==> src/rtl/stage_pkg.sv <==
// stage_pkg: shared state encoding and default parameters for the stage controller
package stage_pkg;
  typedef enum logic [2:0] {IDLE, ARM, PLAY, GAP, WIN, LOSE} state_e;
  localparam int NUM_ROUNDS_DEF = 4;
  localparam int LIVES_INIT_DEF = 3;
  localparam int TIMEOUT_CYC_DEF = 50_000_000;
endpackage

==> src/rtl/stage_ctrl_if.sv <==
// stage_ctrl_if: player/minigame handshake and status bundle of the stage controller
interface stage_ctrl_if;
  logic start;
  logic mg_done;
  logic mg_enable;
  logic [2:0] round;
  logic [1:0] lives;
  logic busy;
  logic timeout;
  logic win;
  logic game_over;
  modport master (
    input start, mg_done,
    output mg_enable, round, lives, busy, timeout, win, game_over
  );
  modport slave (
    output start, mg_done,
    input mg_enable, round, lives, busy, timeout, win, game_over
  );
endinterface

==> src/rtl/edge_detect.sv <==
// edge_detect: registered rising-edge detector; a level already high out of reset is not an edge
module edge_detect (
  input  logic clk,
  input  logic rst,
  input  logic d,
  output logic rise
);
  logic prev_q, rise_q;
  always_ff @(posedge clk) begin
    if (rst) begin
      prev_q <= 1'b1;
      rise_q <= 1'b0;
    end else begin
      prev_q <= d;
      rise_q <= d & ~prev_q;
    end
  end
  assign rise = rise_q;
endmodule

==> src/rtl/stage_ctrl.sv <==
// stage_ctrl: round/lives/timeout sequencer driving a minigame through a registered enable
module stage_ctrl import stage_pkg::*; #(
  parameter int NUM_ROUNDS  = NUM_ROUNDS_DEF,
  parameter int LIVES_INIT  = LIVES_INIT_DEF,
  parameter int TIMEOUT_CYC = TIMEOUT_CYC_DEF
) (
  input logic MCLK,
  input logic RESET,
  stage_ctrl_if.master bus
);
  localparam int TW = $clog2(TIMEOUT_CYC);
  localparam logic [2:0] LAST_ROUND = 3'(NUM_ROUNDS - 1);
  localparam logic [1:0] LIVES0 = 2'(LIVES_INIT);
  localparam logic [TW-1:0] TLAST = TW'(TIMEOUT_CYC - 1);
  state_e state_q, state_d;
  logic [TW-1:0] timer_q, timer_d;
  logic [2:0] round_q, round_d;
  logic [1:0] lives_q, lives_d;
  logic timeout_q, timeout_d;
  logic mg_enable_q, mg_enable_d;
  logic busy_q, busy_d;
  logic win_q, win_d;
  logic game_over_q, game_over_d;
  logic start_rise, done_ok, expire;
  edge_detect u_edge (.clk(MCLK), .rst(RESET), .d(bus.start), .rise(start_rise));
  // timer==0 marks the first PLAY cycle, where a stale done is ignored
  assign done_ok = (state_q == PLAY) && (timer_q != '0) && bus.mg_done;
  assign expire = (state_q == PLAY) && (timer_q == TLAST) && !done_ok;
  always_comb begin
    state_d = state_q;
    timer_d = timer_q;
    round_d = round_q;
    lives_d = lives_q;
    timeout_d = 1'b0;
    unique case (state_q)
      IDLE: if (start_rise) begin
        state_d = ARM;
        round_d = '0;
        lives_d = LIVES0;
        timer_d = '0;
      end
      ARM: begin
        state_d = PLAY;
        timer_d = '0;
      end
      PLAY: if (done_ok) begin
        timer_d = '0;
        state_d = round_q == LAST_ROUND ? WIN : GAP;
        round_d = round_q == LAST_ROUND ? round_q : round_q + 3'd1;
      end else if (expire) begin
        timeout_d = 1'b1;
        timer_d = '0;
        lives_d = lives_q == 2'd0 ? 2'd0 : lives_q - 2'd1;
        state_d = lives_d == 2'd0 ? LOSE : GAP;
      end else begin
        timer_d = timer_q + 1'b1;
      end
      GAP: begin
        timer_d = timer_q == TW'(1) ? '0 : timer_q + 1'b1;
        state_d = timer_q == TW'(1) ? PLAY : GAP;
      end
      WIN, LOSE: if (start_rise) state_d = IDLE;
      default: state_d = IDLE;
    endcase
  end
  assign mg_enable_d = state_d == PLAY;
  assign busy_d = state_d inside {ARM, PLAY, GAP};
  assign win_d = state_d == WIN;
  assign game_over_d = state_d == LOSE;
  always_ff @(posedge MCLK) begin
    if (RESET) begin
      state_q <= IDLE;
      timer_q <= '0;
      round_q <= '0;
      lives_q <= LIVES0;
      timeout_q <= 1'b0;
      mg_enable_q <= 1'b0;
      busy_q <= 1'b0;
      win_q <= 1'b0;
      game_over_q <= 1'b0;
    end else begin
      state_q <= state_d;
      timer_q <= timer_d;
      round_q <= round_d;
      lives_q <= lives_d;
      timeout_q <= timeout_d;
      mg_enable_q <= mg_enable_d;
      busy_q <= busy_d;
      win_q <= win_d;
      game_over_q <= game_over_d;
    end
  end
  assign bus.mg_enable = mg_enable_q;
  assign bus.round = round_q;
  assign bus.lives = lives_q;
  assign bus.busy = busy_q;
  assign bus.timeout = timeout_q;
  assign bus.win = win_q;
  assign bus.game_over = game_over_q;
endmodule

==> src/flat_wrapper.sv <==
// flat-port wrapper written by rule: the top's interface ports become plain ports
module stage_ctrl_flat import stage_pkg::*;
#(
  parameter int NUM_ROUNDS  = NUM_ROUNDS_DEF,
  parameter int LIVES_INIT  = LIVES_INIT_DEF,
  parameter int TIMEOUT_CYC = TIMEOUT_CYC_DEF
)
  (MCLK, RESET, bus_start, bus_mg_done, bus_mg_enable, bus_round, bus_lives, bus_busy, bus_timeout, bus_win, bus_game_over);
  stage_ctrl_if bus_i ();
  input logic MCLK;
  input logic RESET;
  input wire logic [$bits(bus_i.start)-1:0] bus_start;
  input wire logic [$bits(bus_i.mg_done)-1:0] bus_mg_done;
  output wire logic [$bits(bus_i.mg_enable)-1:0] bus_mg_enable;
  output wire logic [$bits(bus_i.round)-1:0] bus_round;
  output wire logic [$bits(bus_i.lives)-1:0] bus_lives;
  output wire logic [$bits(bus_i.busy)-1:0] bus_busy;
  output wire logic [$bits(bus_i.timeout)-1:0] bus_timeout;
  output wire logic [$bits(bus_i.win)-1:0] bus_win;
  output wire logic [$bits(bus_i.game_over)-1:0] bus_game_over;
  assign bus_i.start = bus_start;
  assign bus_i.mg_done = bus_mg_done;
  assign bus_mg_enable = bus_i.mg_enable;
  assign bus_round = bus_i.round;
  assign bus_lives = bus_i.lives;
  assign bus_busy = bus_i.busy;
  assign bus_timeout = bus_i.timeout;
  assign bus_win = bus_i.win;
  assign bus_game_over = bus_i.game_over;
  stage_ctrl #(.NUM_ROUNDS(NUM_ROUNDS), .LIVES_INIT(LIVES_INIT), .TIMEOUT_CYC(TIMEOUT_CYC)) u_core (.MCLK(MCLK), .RESET(RESET), .bus(bus_i));
endmodule
==> config.mk <==
export PLATFORM = sky130hd
export DESIGN_NAME = stage_ctrl_flat
export DESIGN_NICKNAME = d
export VERILOG_FILES = /design/src/rtl/stage_pkg.sv /design/src/rtl/stage_ctrl_if.sv /design/src/rtl/edge_detect.sv /design/src/rtl/stage_ctrl.sv /design/src/flat_wrapper.sv
export SDC_FILE = /design/constraint.sdc
export NUM_CORES = 1
export LEC_CHECK = 0
export CAP_MARGIN = 0
export CORE_MARGIN = 2
export CORE_UTILIZATION = 34
export CTS_BUF_LIST = sky130_fd_sc_hd__clkbuf_8
export CTS_CLUSTER_DIAMETER = 120
export CTS_CLUSTER_SIZE = 20
export DETAILED_ROUTE_END_ITERATION = 12
export PLACE_DENSITY = 0.59
export SLEW_MARGIN = 20
export SYNTH_ARGS = -nofsm -noshare
export SYNTH_HDL_FRONTEND = slang
export SYNTH_SLANG_ARGS = --single-unit
==> constraint.sdc <==
create_clock -name MCLK -period 5.8 [get_ports MCLK]
set_input_delay 0.58 -clock MCLK [delete_from_list [all_inputs] [get_ports MCLK]]
set_output_delay 0.58 -clock MCLK [all_outputs]
set_load 0.03 [all_outputs]
==> reports/qor.yml <==
global_route:
  grt_max_degree: 24
  grt_pass1_vias: 1649
  grt_pass1_wl_um: 7940
  antenna_found_initial: 0
  grt_usage_pct: 15.5
  globalRouteOverflowTotal: 0
die:
  die_w_um: 80.8
  die_y_um: 80.8
  io_pins: 14
  row_count: 27
  dieArea_um2: 6530
  coreArea_um2: 5610
  start_util_pct: 35.8
worst_setup_path:
  start_kind: "register"
  crit_required_ns: 5.96
  worst_setup_path_end_kind: "register"
  critical_path_class: "register to register"
  r2r-start: "u_core.timer_q[14]"
  crit_fanout: 16
  critPathArrivalTime_ns: 2.69
  r2r_slack_ns: 3.27
  startpoint: "u_core.timer_q[14]"
drt:
  ant_nets: 0
  firstDrtPassIters: 5
  wl_um: 4650
  drc_errors: 0
  drtIter0Drc: 215
  via_per_inst: 5.38
  wl_per_cell_um: 14.2
  vias: 1766
cells_and_area:
  layoutNonFillerInstCount: 328
  n_fill_cell: 583
  multi_input_area_um2: 1140
  area_delta_synth_final_pct: 16.2
  diodes: 0
  regArea_um2: 821
  nNetsFinal: 264
  layout-drive-gt1-share_pct: 7.42
synthesis:
  syn_inst: 240
  yosys_most_used_dff: "dfxtp_1"
  yosysWarnings: 0
  ys_ff_latch: 41
  async_flop_share_pct: 0
  syn_area_um2: 2010
  synth_nets: 249
  synth_top_area_cell: "dfxtp_1"
  synth_seq_area_share_pct: 40.9
  synth.area.top_cells: "dfxtp_1 41%, nor2_1 6.6%, nand3_1 5.0%, nand2_1 4.7%, xor2_1 3.9%"
  synth_top_area_share_pct: 40.9
  avgSynthCellArea_um2: 8.36
  synth-edff-count: 0
  synth_cell_types: 40
power_and_ir_drop:
  internal_power_uw: 428
  irDropWorstVdd_uv: 126
  power_switching_uw: 117
  cellPowerDensity_nw_per_um2: 234
  switching_share_pct: 21.5
  power_frac_seq_pct: 52.0
  clock_power_share_pct: 44.2
  power_frac_comb_pct: 3.8
  p_total_uw: 546
  leakage_uw: 0.000784
sta:
  max_freq_ghz: 0.396
  setup_viol: 0
  clock_skew_ns: 0.00602
  tns_ns: 0
  maxSlewHeadroom_pct: 46.3
  worstMarginPinSlew_ns: 0.804
  fin_crit_sh_pct: 43.6
  slew_viol_final: 0
  rsz0062_at_grt: "no"
  hold_viol: 0
  period_needed_ns: 2.53
clock_network:
  cts_sinks: 41
  numCtsBuffers: 5
  root_buffer: "clkbuf_8"
  postCtsHoldBufs: 0
  clkTransAtPathRegs_ns: 0.08
  ctsResizeCount: 0
  cts_tree: "built"
  cts_buffer_depth: 2
  cts_setup_buffers: 0
  htree_num_levels: 2
  clock_latency_ns: 0.30
hold_path:
  hold_path.class: "register to register"
  holdCritStartpoint: "u_core.u_edge.prev_q"
place:
  dp_cells: 320
  hpwlAfterDp_um: 3310
  port_buffers: 13
  place_congestion: 0.860
run:
  drv_cap: 0
status:
  status: "finished, final reports clean"
-- through the flow --
stage	cell area, µm²	hold WS (ns)	setup slack, ns	utilization, %
after floorplan	2010	0.372	3.59	-
after global placement	2210	0.377	2.93	39.4
after detailed placement	2210	0.385	2.86	39.4
after CTS	2330	0.398	2.88	41.5
after global routing	2330	0.417	3.04	41.6
final	2330	0.396	3.27	41.6
-- path summary, 6_finish.rpt --
path,endpoint,depth (start not counted)
min reg2reg,u_core.u_edge.rise,1
max reg2reg,u_core.timer_q[11],7
min,u_core.u_edge.rise,1
max,u_core.timer_q[11],7
-- power by group through the flow --
stage                     sequential [µW]  clock, µW  combinational [µW]
final                                 284        241                20.8
after global routing                  284        257                23.1
after CTS                             284        246                20.6
after detailed placement              291          0                20.6
after global placement                291          0                20.2
after floorplan                       291          0                12.5
-- Yosys cell counts (all sizes together), types with 5 or more instances --
cell	n
xor2	9
and3	8
nor3	6
inv	7
nand2	25
a31oi	10
ha	5
nor4	8
or3	6
nor2	35
xnor2	7
dfxtp	41
nand3	20
clkbuf	6
nand4	6
-- layout make-up --
cell class	instances	area share (%)
clock inverter	2	1.45
tap	72	3.86
multi-input combinational	186	48.9
inverter	7	1.13
clock buffer	6	3.54
timing repair buffer	14	5.90
sequential	41	35.2
-- flip-flops by register name (all words and copies together) (netlist names) --
name	flops
u_core.timer_q	26
u_core.bus.round	3
u_core.state_q	3
u_core.bus.lives	2
u_core.bus.busy	1
u_core.bus.game_over	1
u_core.bus.mg_enable	1
u_core.bus.timeout	1
u_core.bus.win	1
u_core.u_edge.prev_q	1
u_core.u_edge.rise	1
-- routing by layer --
layer | track usage (%) | part of all wire, %
met4 | 6.10 | 2.1
met2 | 22.6 | 44
met5 | 0 | 0
met3 | 3.22 | 4.6
met1 | 22.2 | 50
-- logic make-up (layout without fill, tap and decap cells) --
| family | Yosys count | in the layout | share of synthesized area, % |
|---|---|---|---|
| simple gates | 131 | 131 | 33.8 |
| flops | 41 | 41 | 40.9 |
| compound gates | 32 | 32 | 11.7 |
| xor+xnor | 16 | 16 | 6.99 |
| buf+inv | 13 | 29 | 2.43 |
| fa+ha+maj | 5 | 5 | 3.12 |
| mux | 2 | 2 | 1.12 |
-- worst max-delay path: stages (launching register included) --
cell     delay (ns)
dfxtp_1        0.38
nor4_1         0.35
nand4_1        0.22
o21ai_0        0.39
o32ai_1        0.16
buf_4          0.21
o21ai_2        0.56
nor2_1         0.11
-- cell usage in the layout, fill, tap and decap left out, drive strengths merged, types with 2 or more instances in the layout --
| cell | netlist | routed |
|---|---|---|
| a22o | 2 | 2 |
| nand4 | 6 | 6 |
| or4b | 2 | 2 |
| nor4 | 8 | 8 |
| o211ai | 2 | 2 |
| o31ai | 2 | 2 |
| xor2 | 9 | 9 |
| clkbuf | 6 | 6 |
| mux2 | 2 | 2 |
| clkdlybuf4s50 | 0 | 13 |
| a31oi | 10 | 10 |
| inv | 7 | 8 |
| ha | 5 | 5 |
| dfxtp | 41 | 41 |
| nor3 | 6 | 6 |
| xnor2 | 7 | 7 |
| o21ai | 4 | 4 |
| nand2 | 25 | 25 |
| nor3b | 4 | 4 |
| nand3b | 3 | 3 |
| nand3 | 20 | 20 |
| nor2 | 35 | 35 |
| and3 | 8 | 8 |
| a22oi | 2 | 2 |
| and2 | 2 | 2 |
| or3 | 6 | 6 |
| a21oi | 3 | 3 |
| or2 | 3 | 3 |
Note: power is estimated with default switching activity, not from simulation.
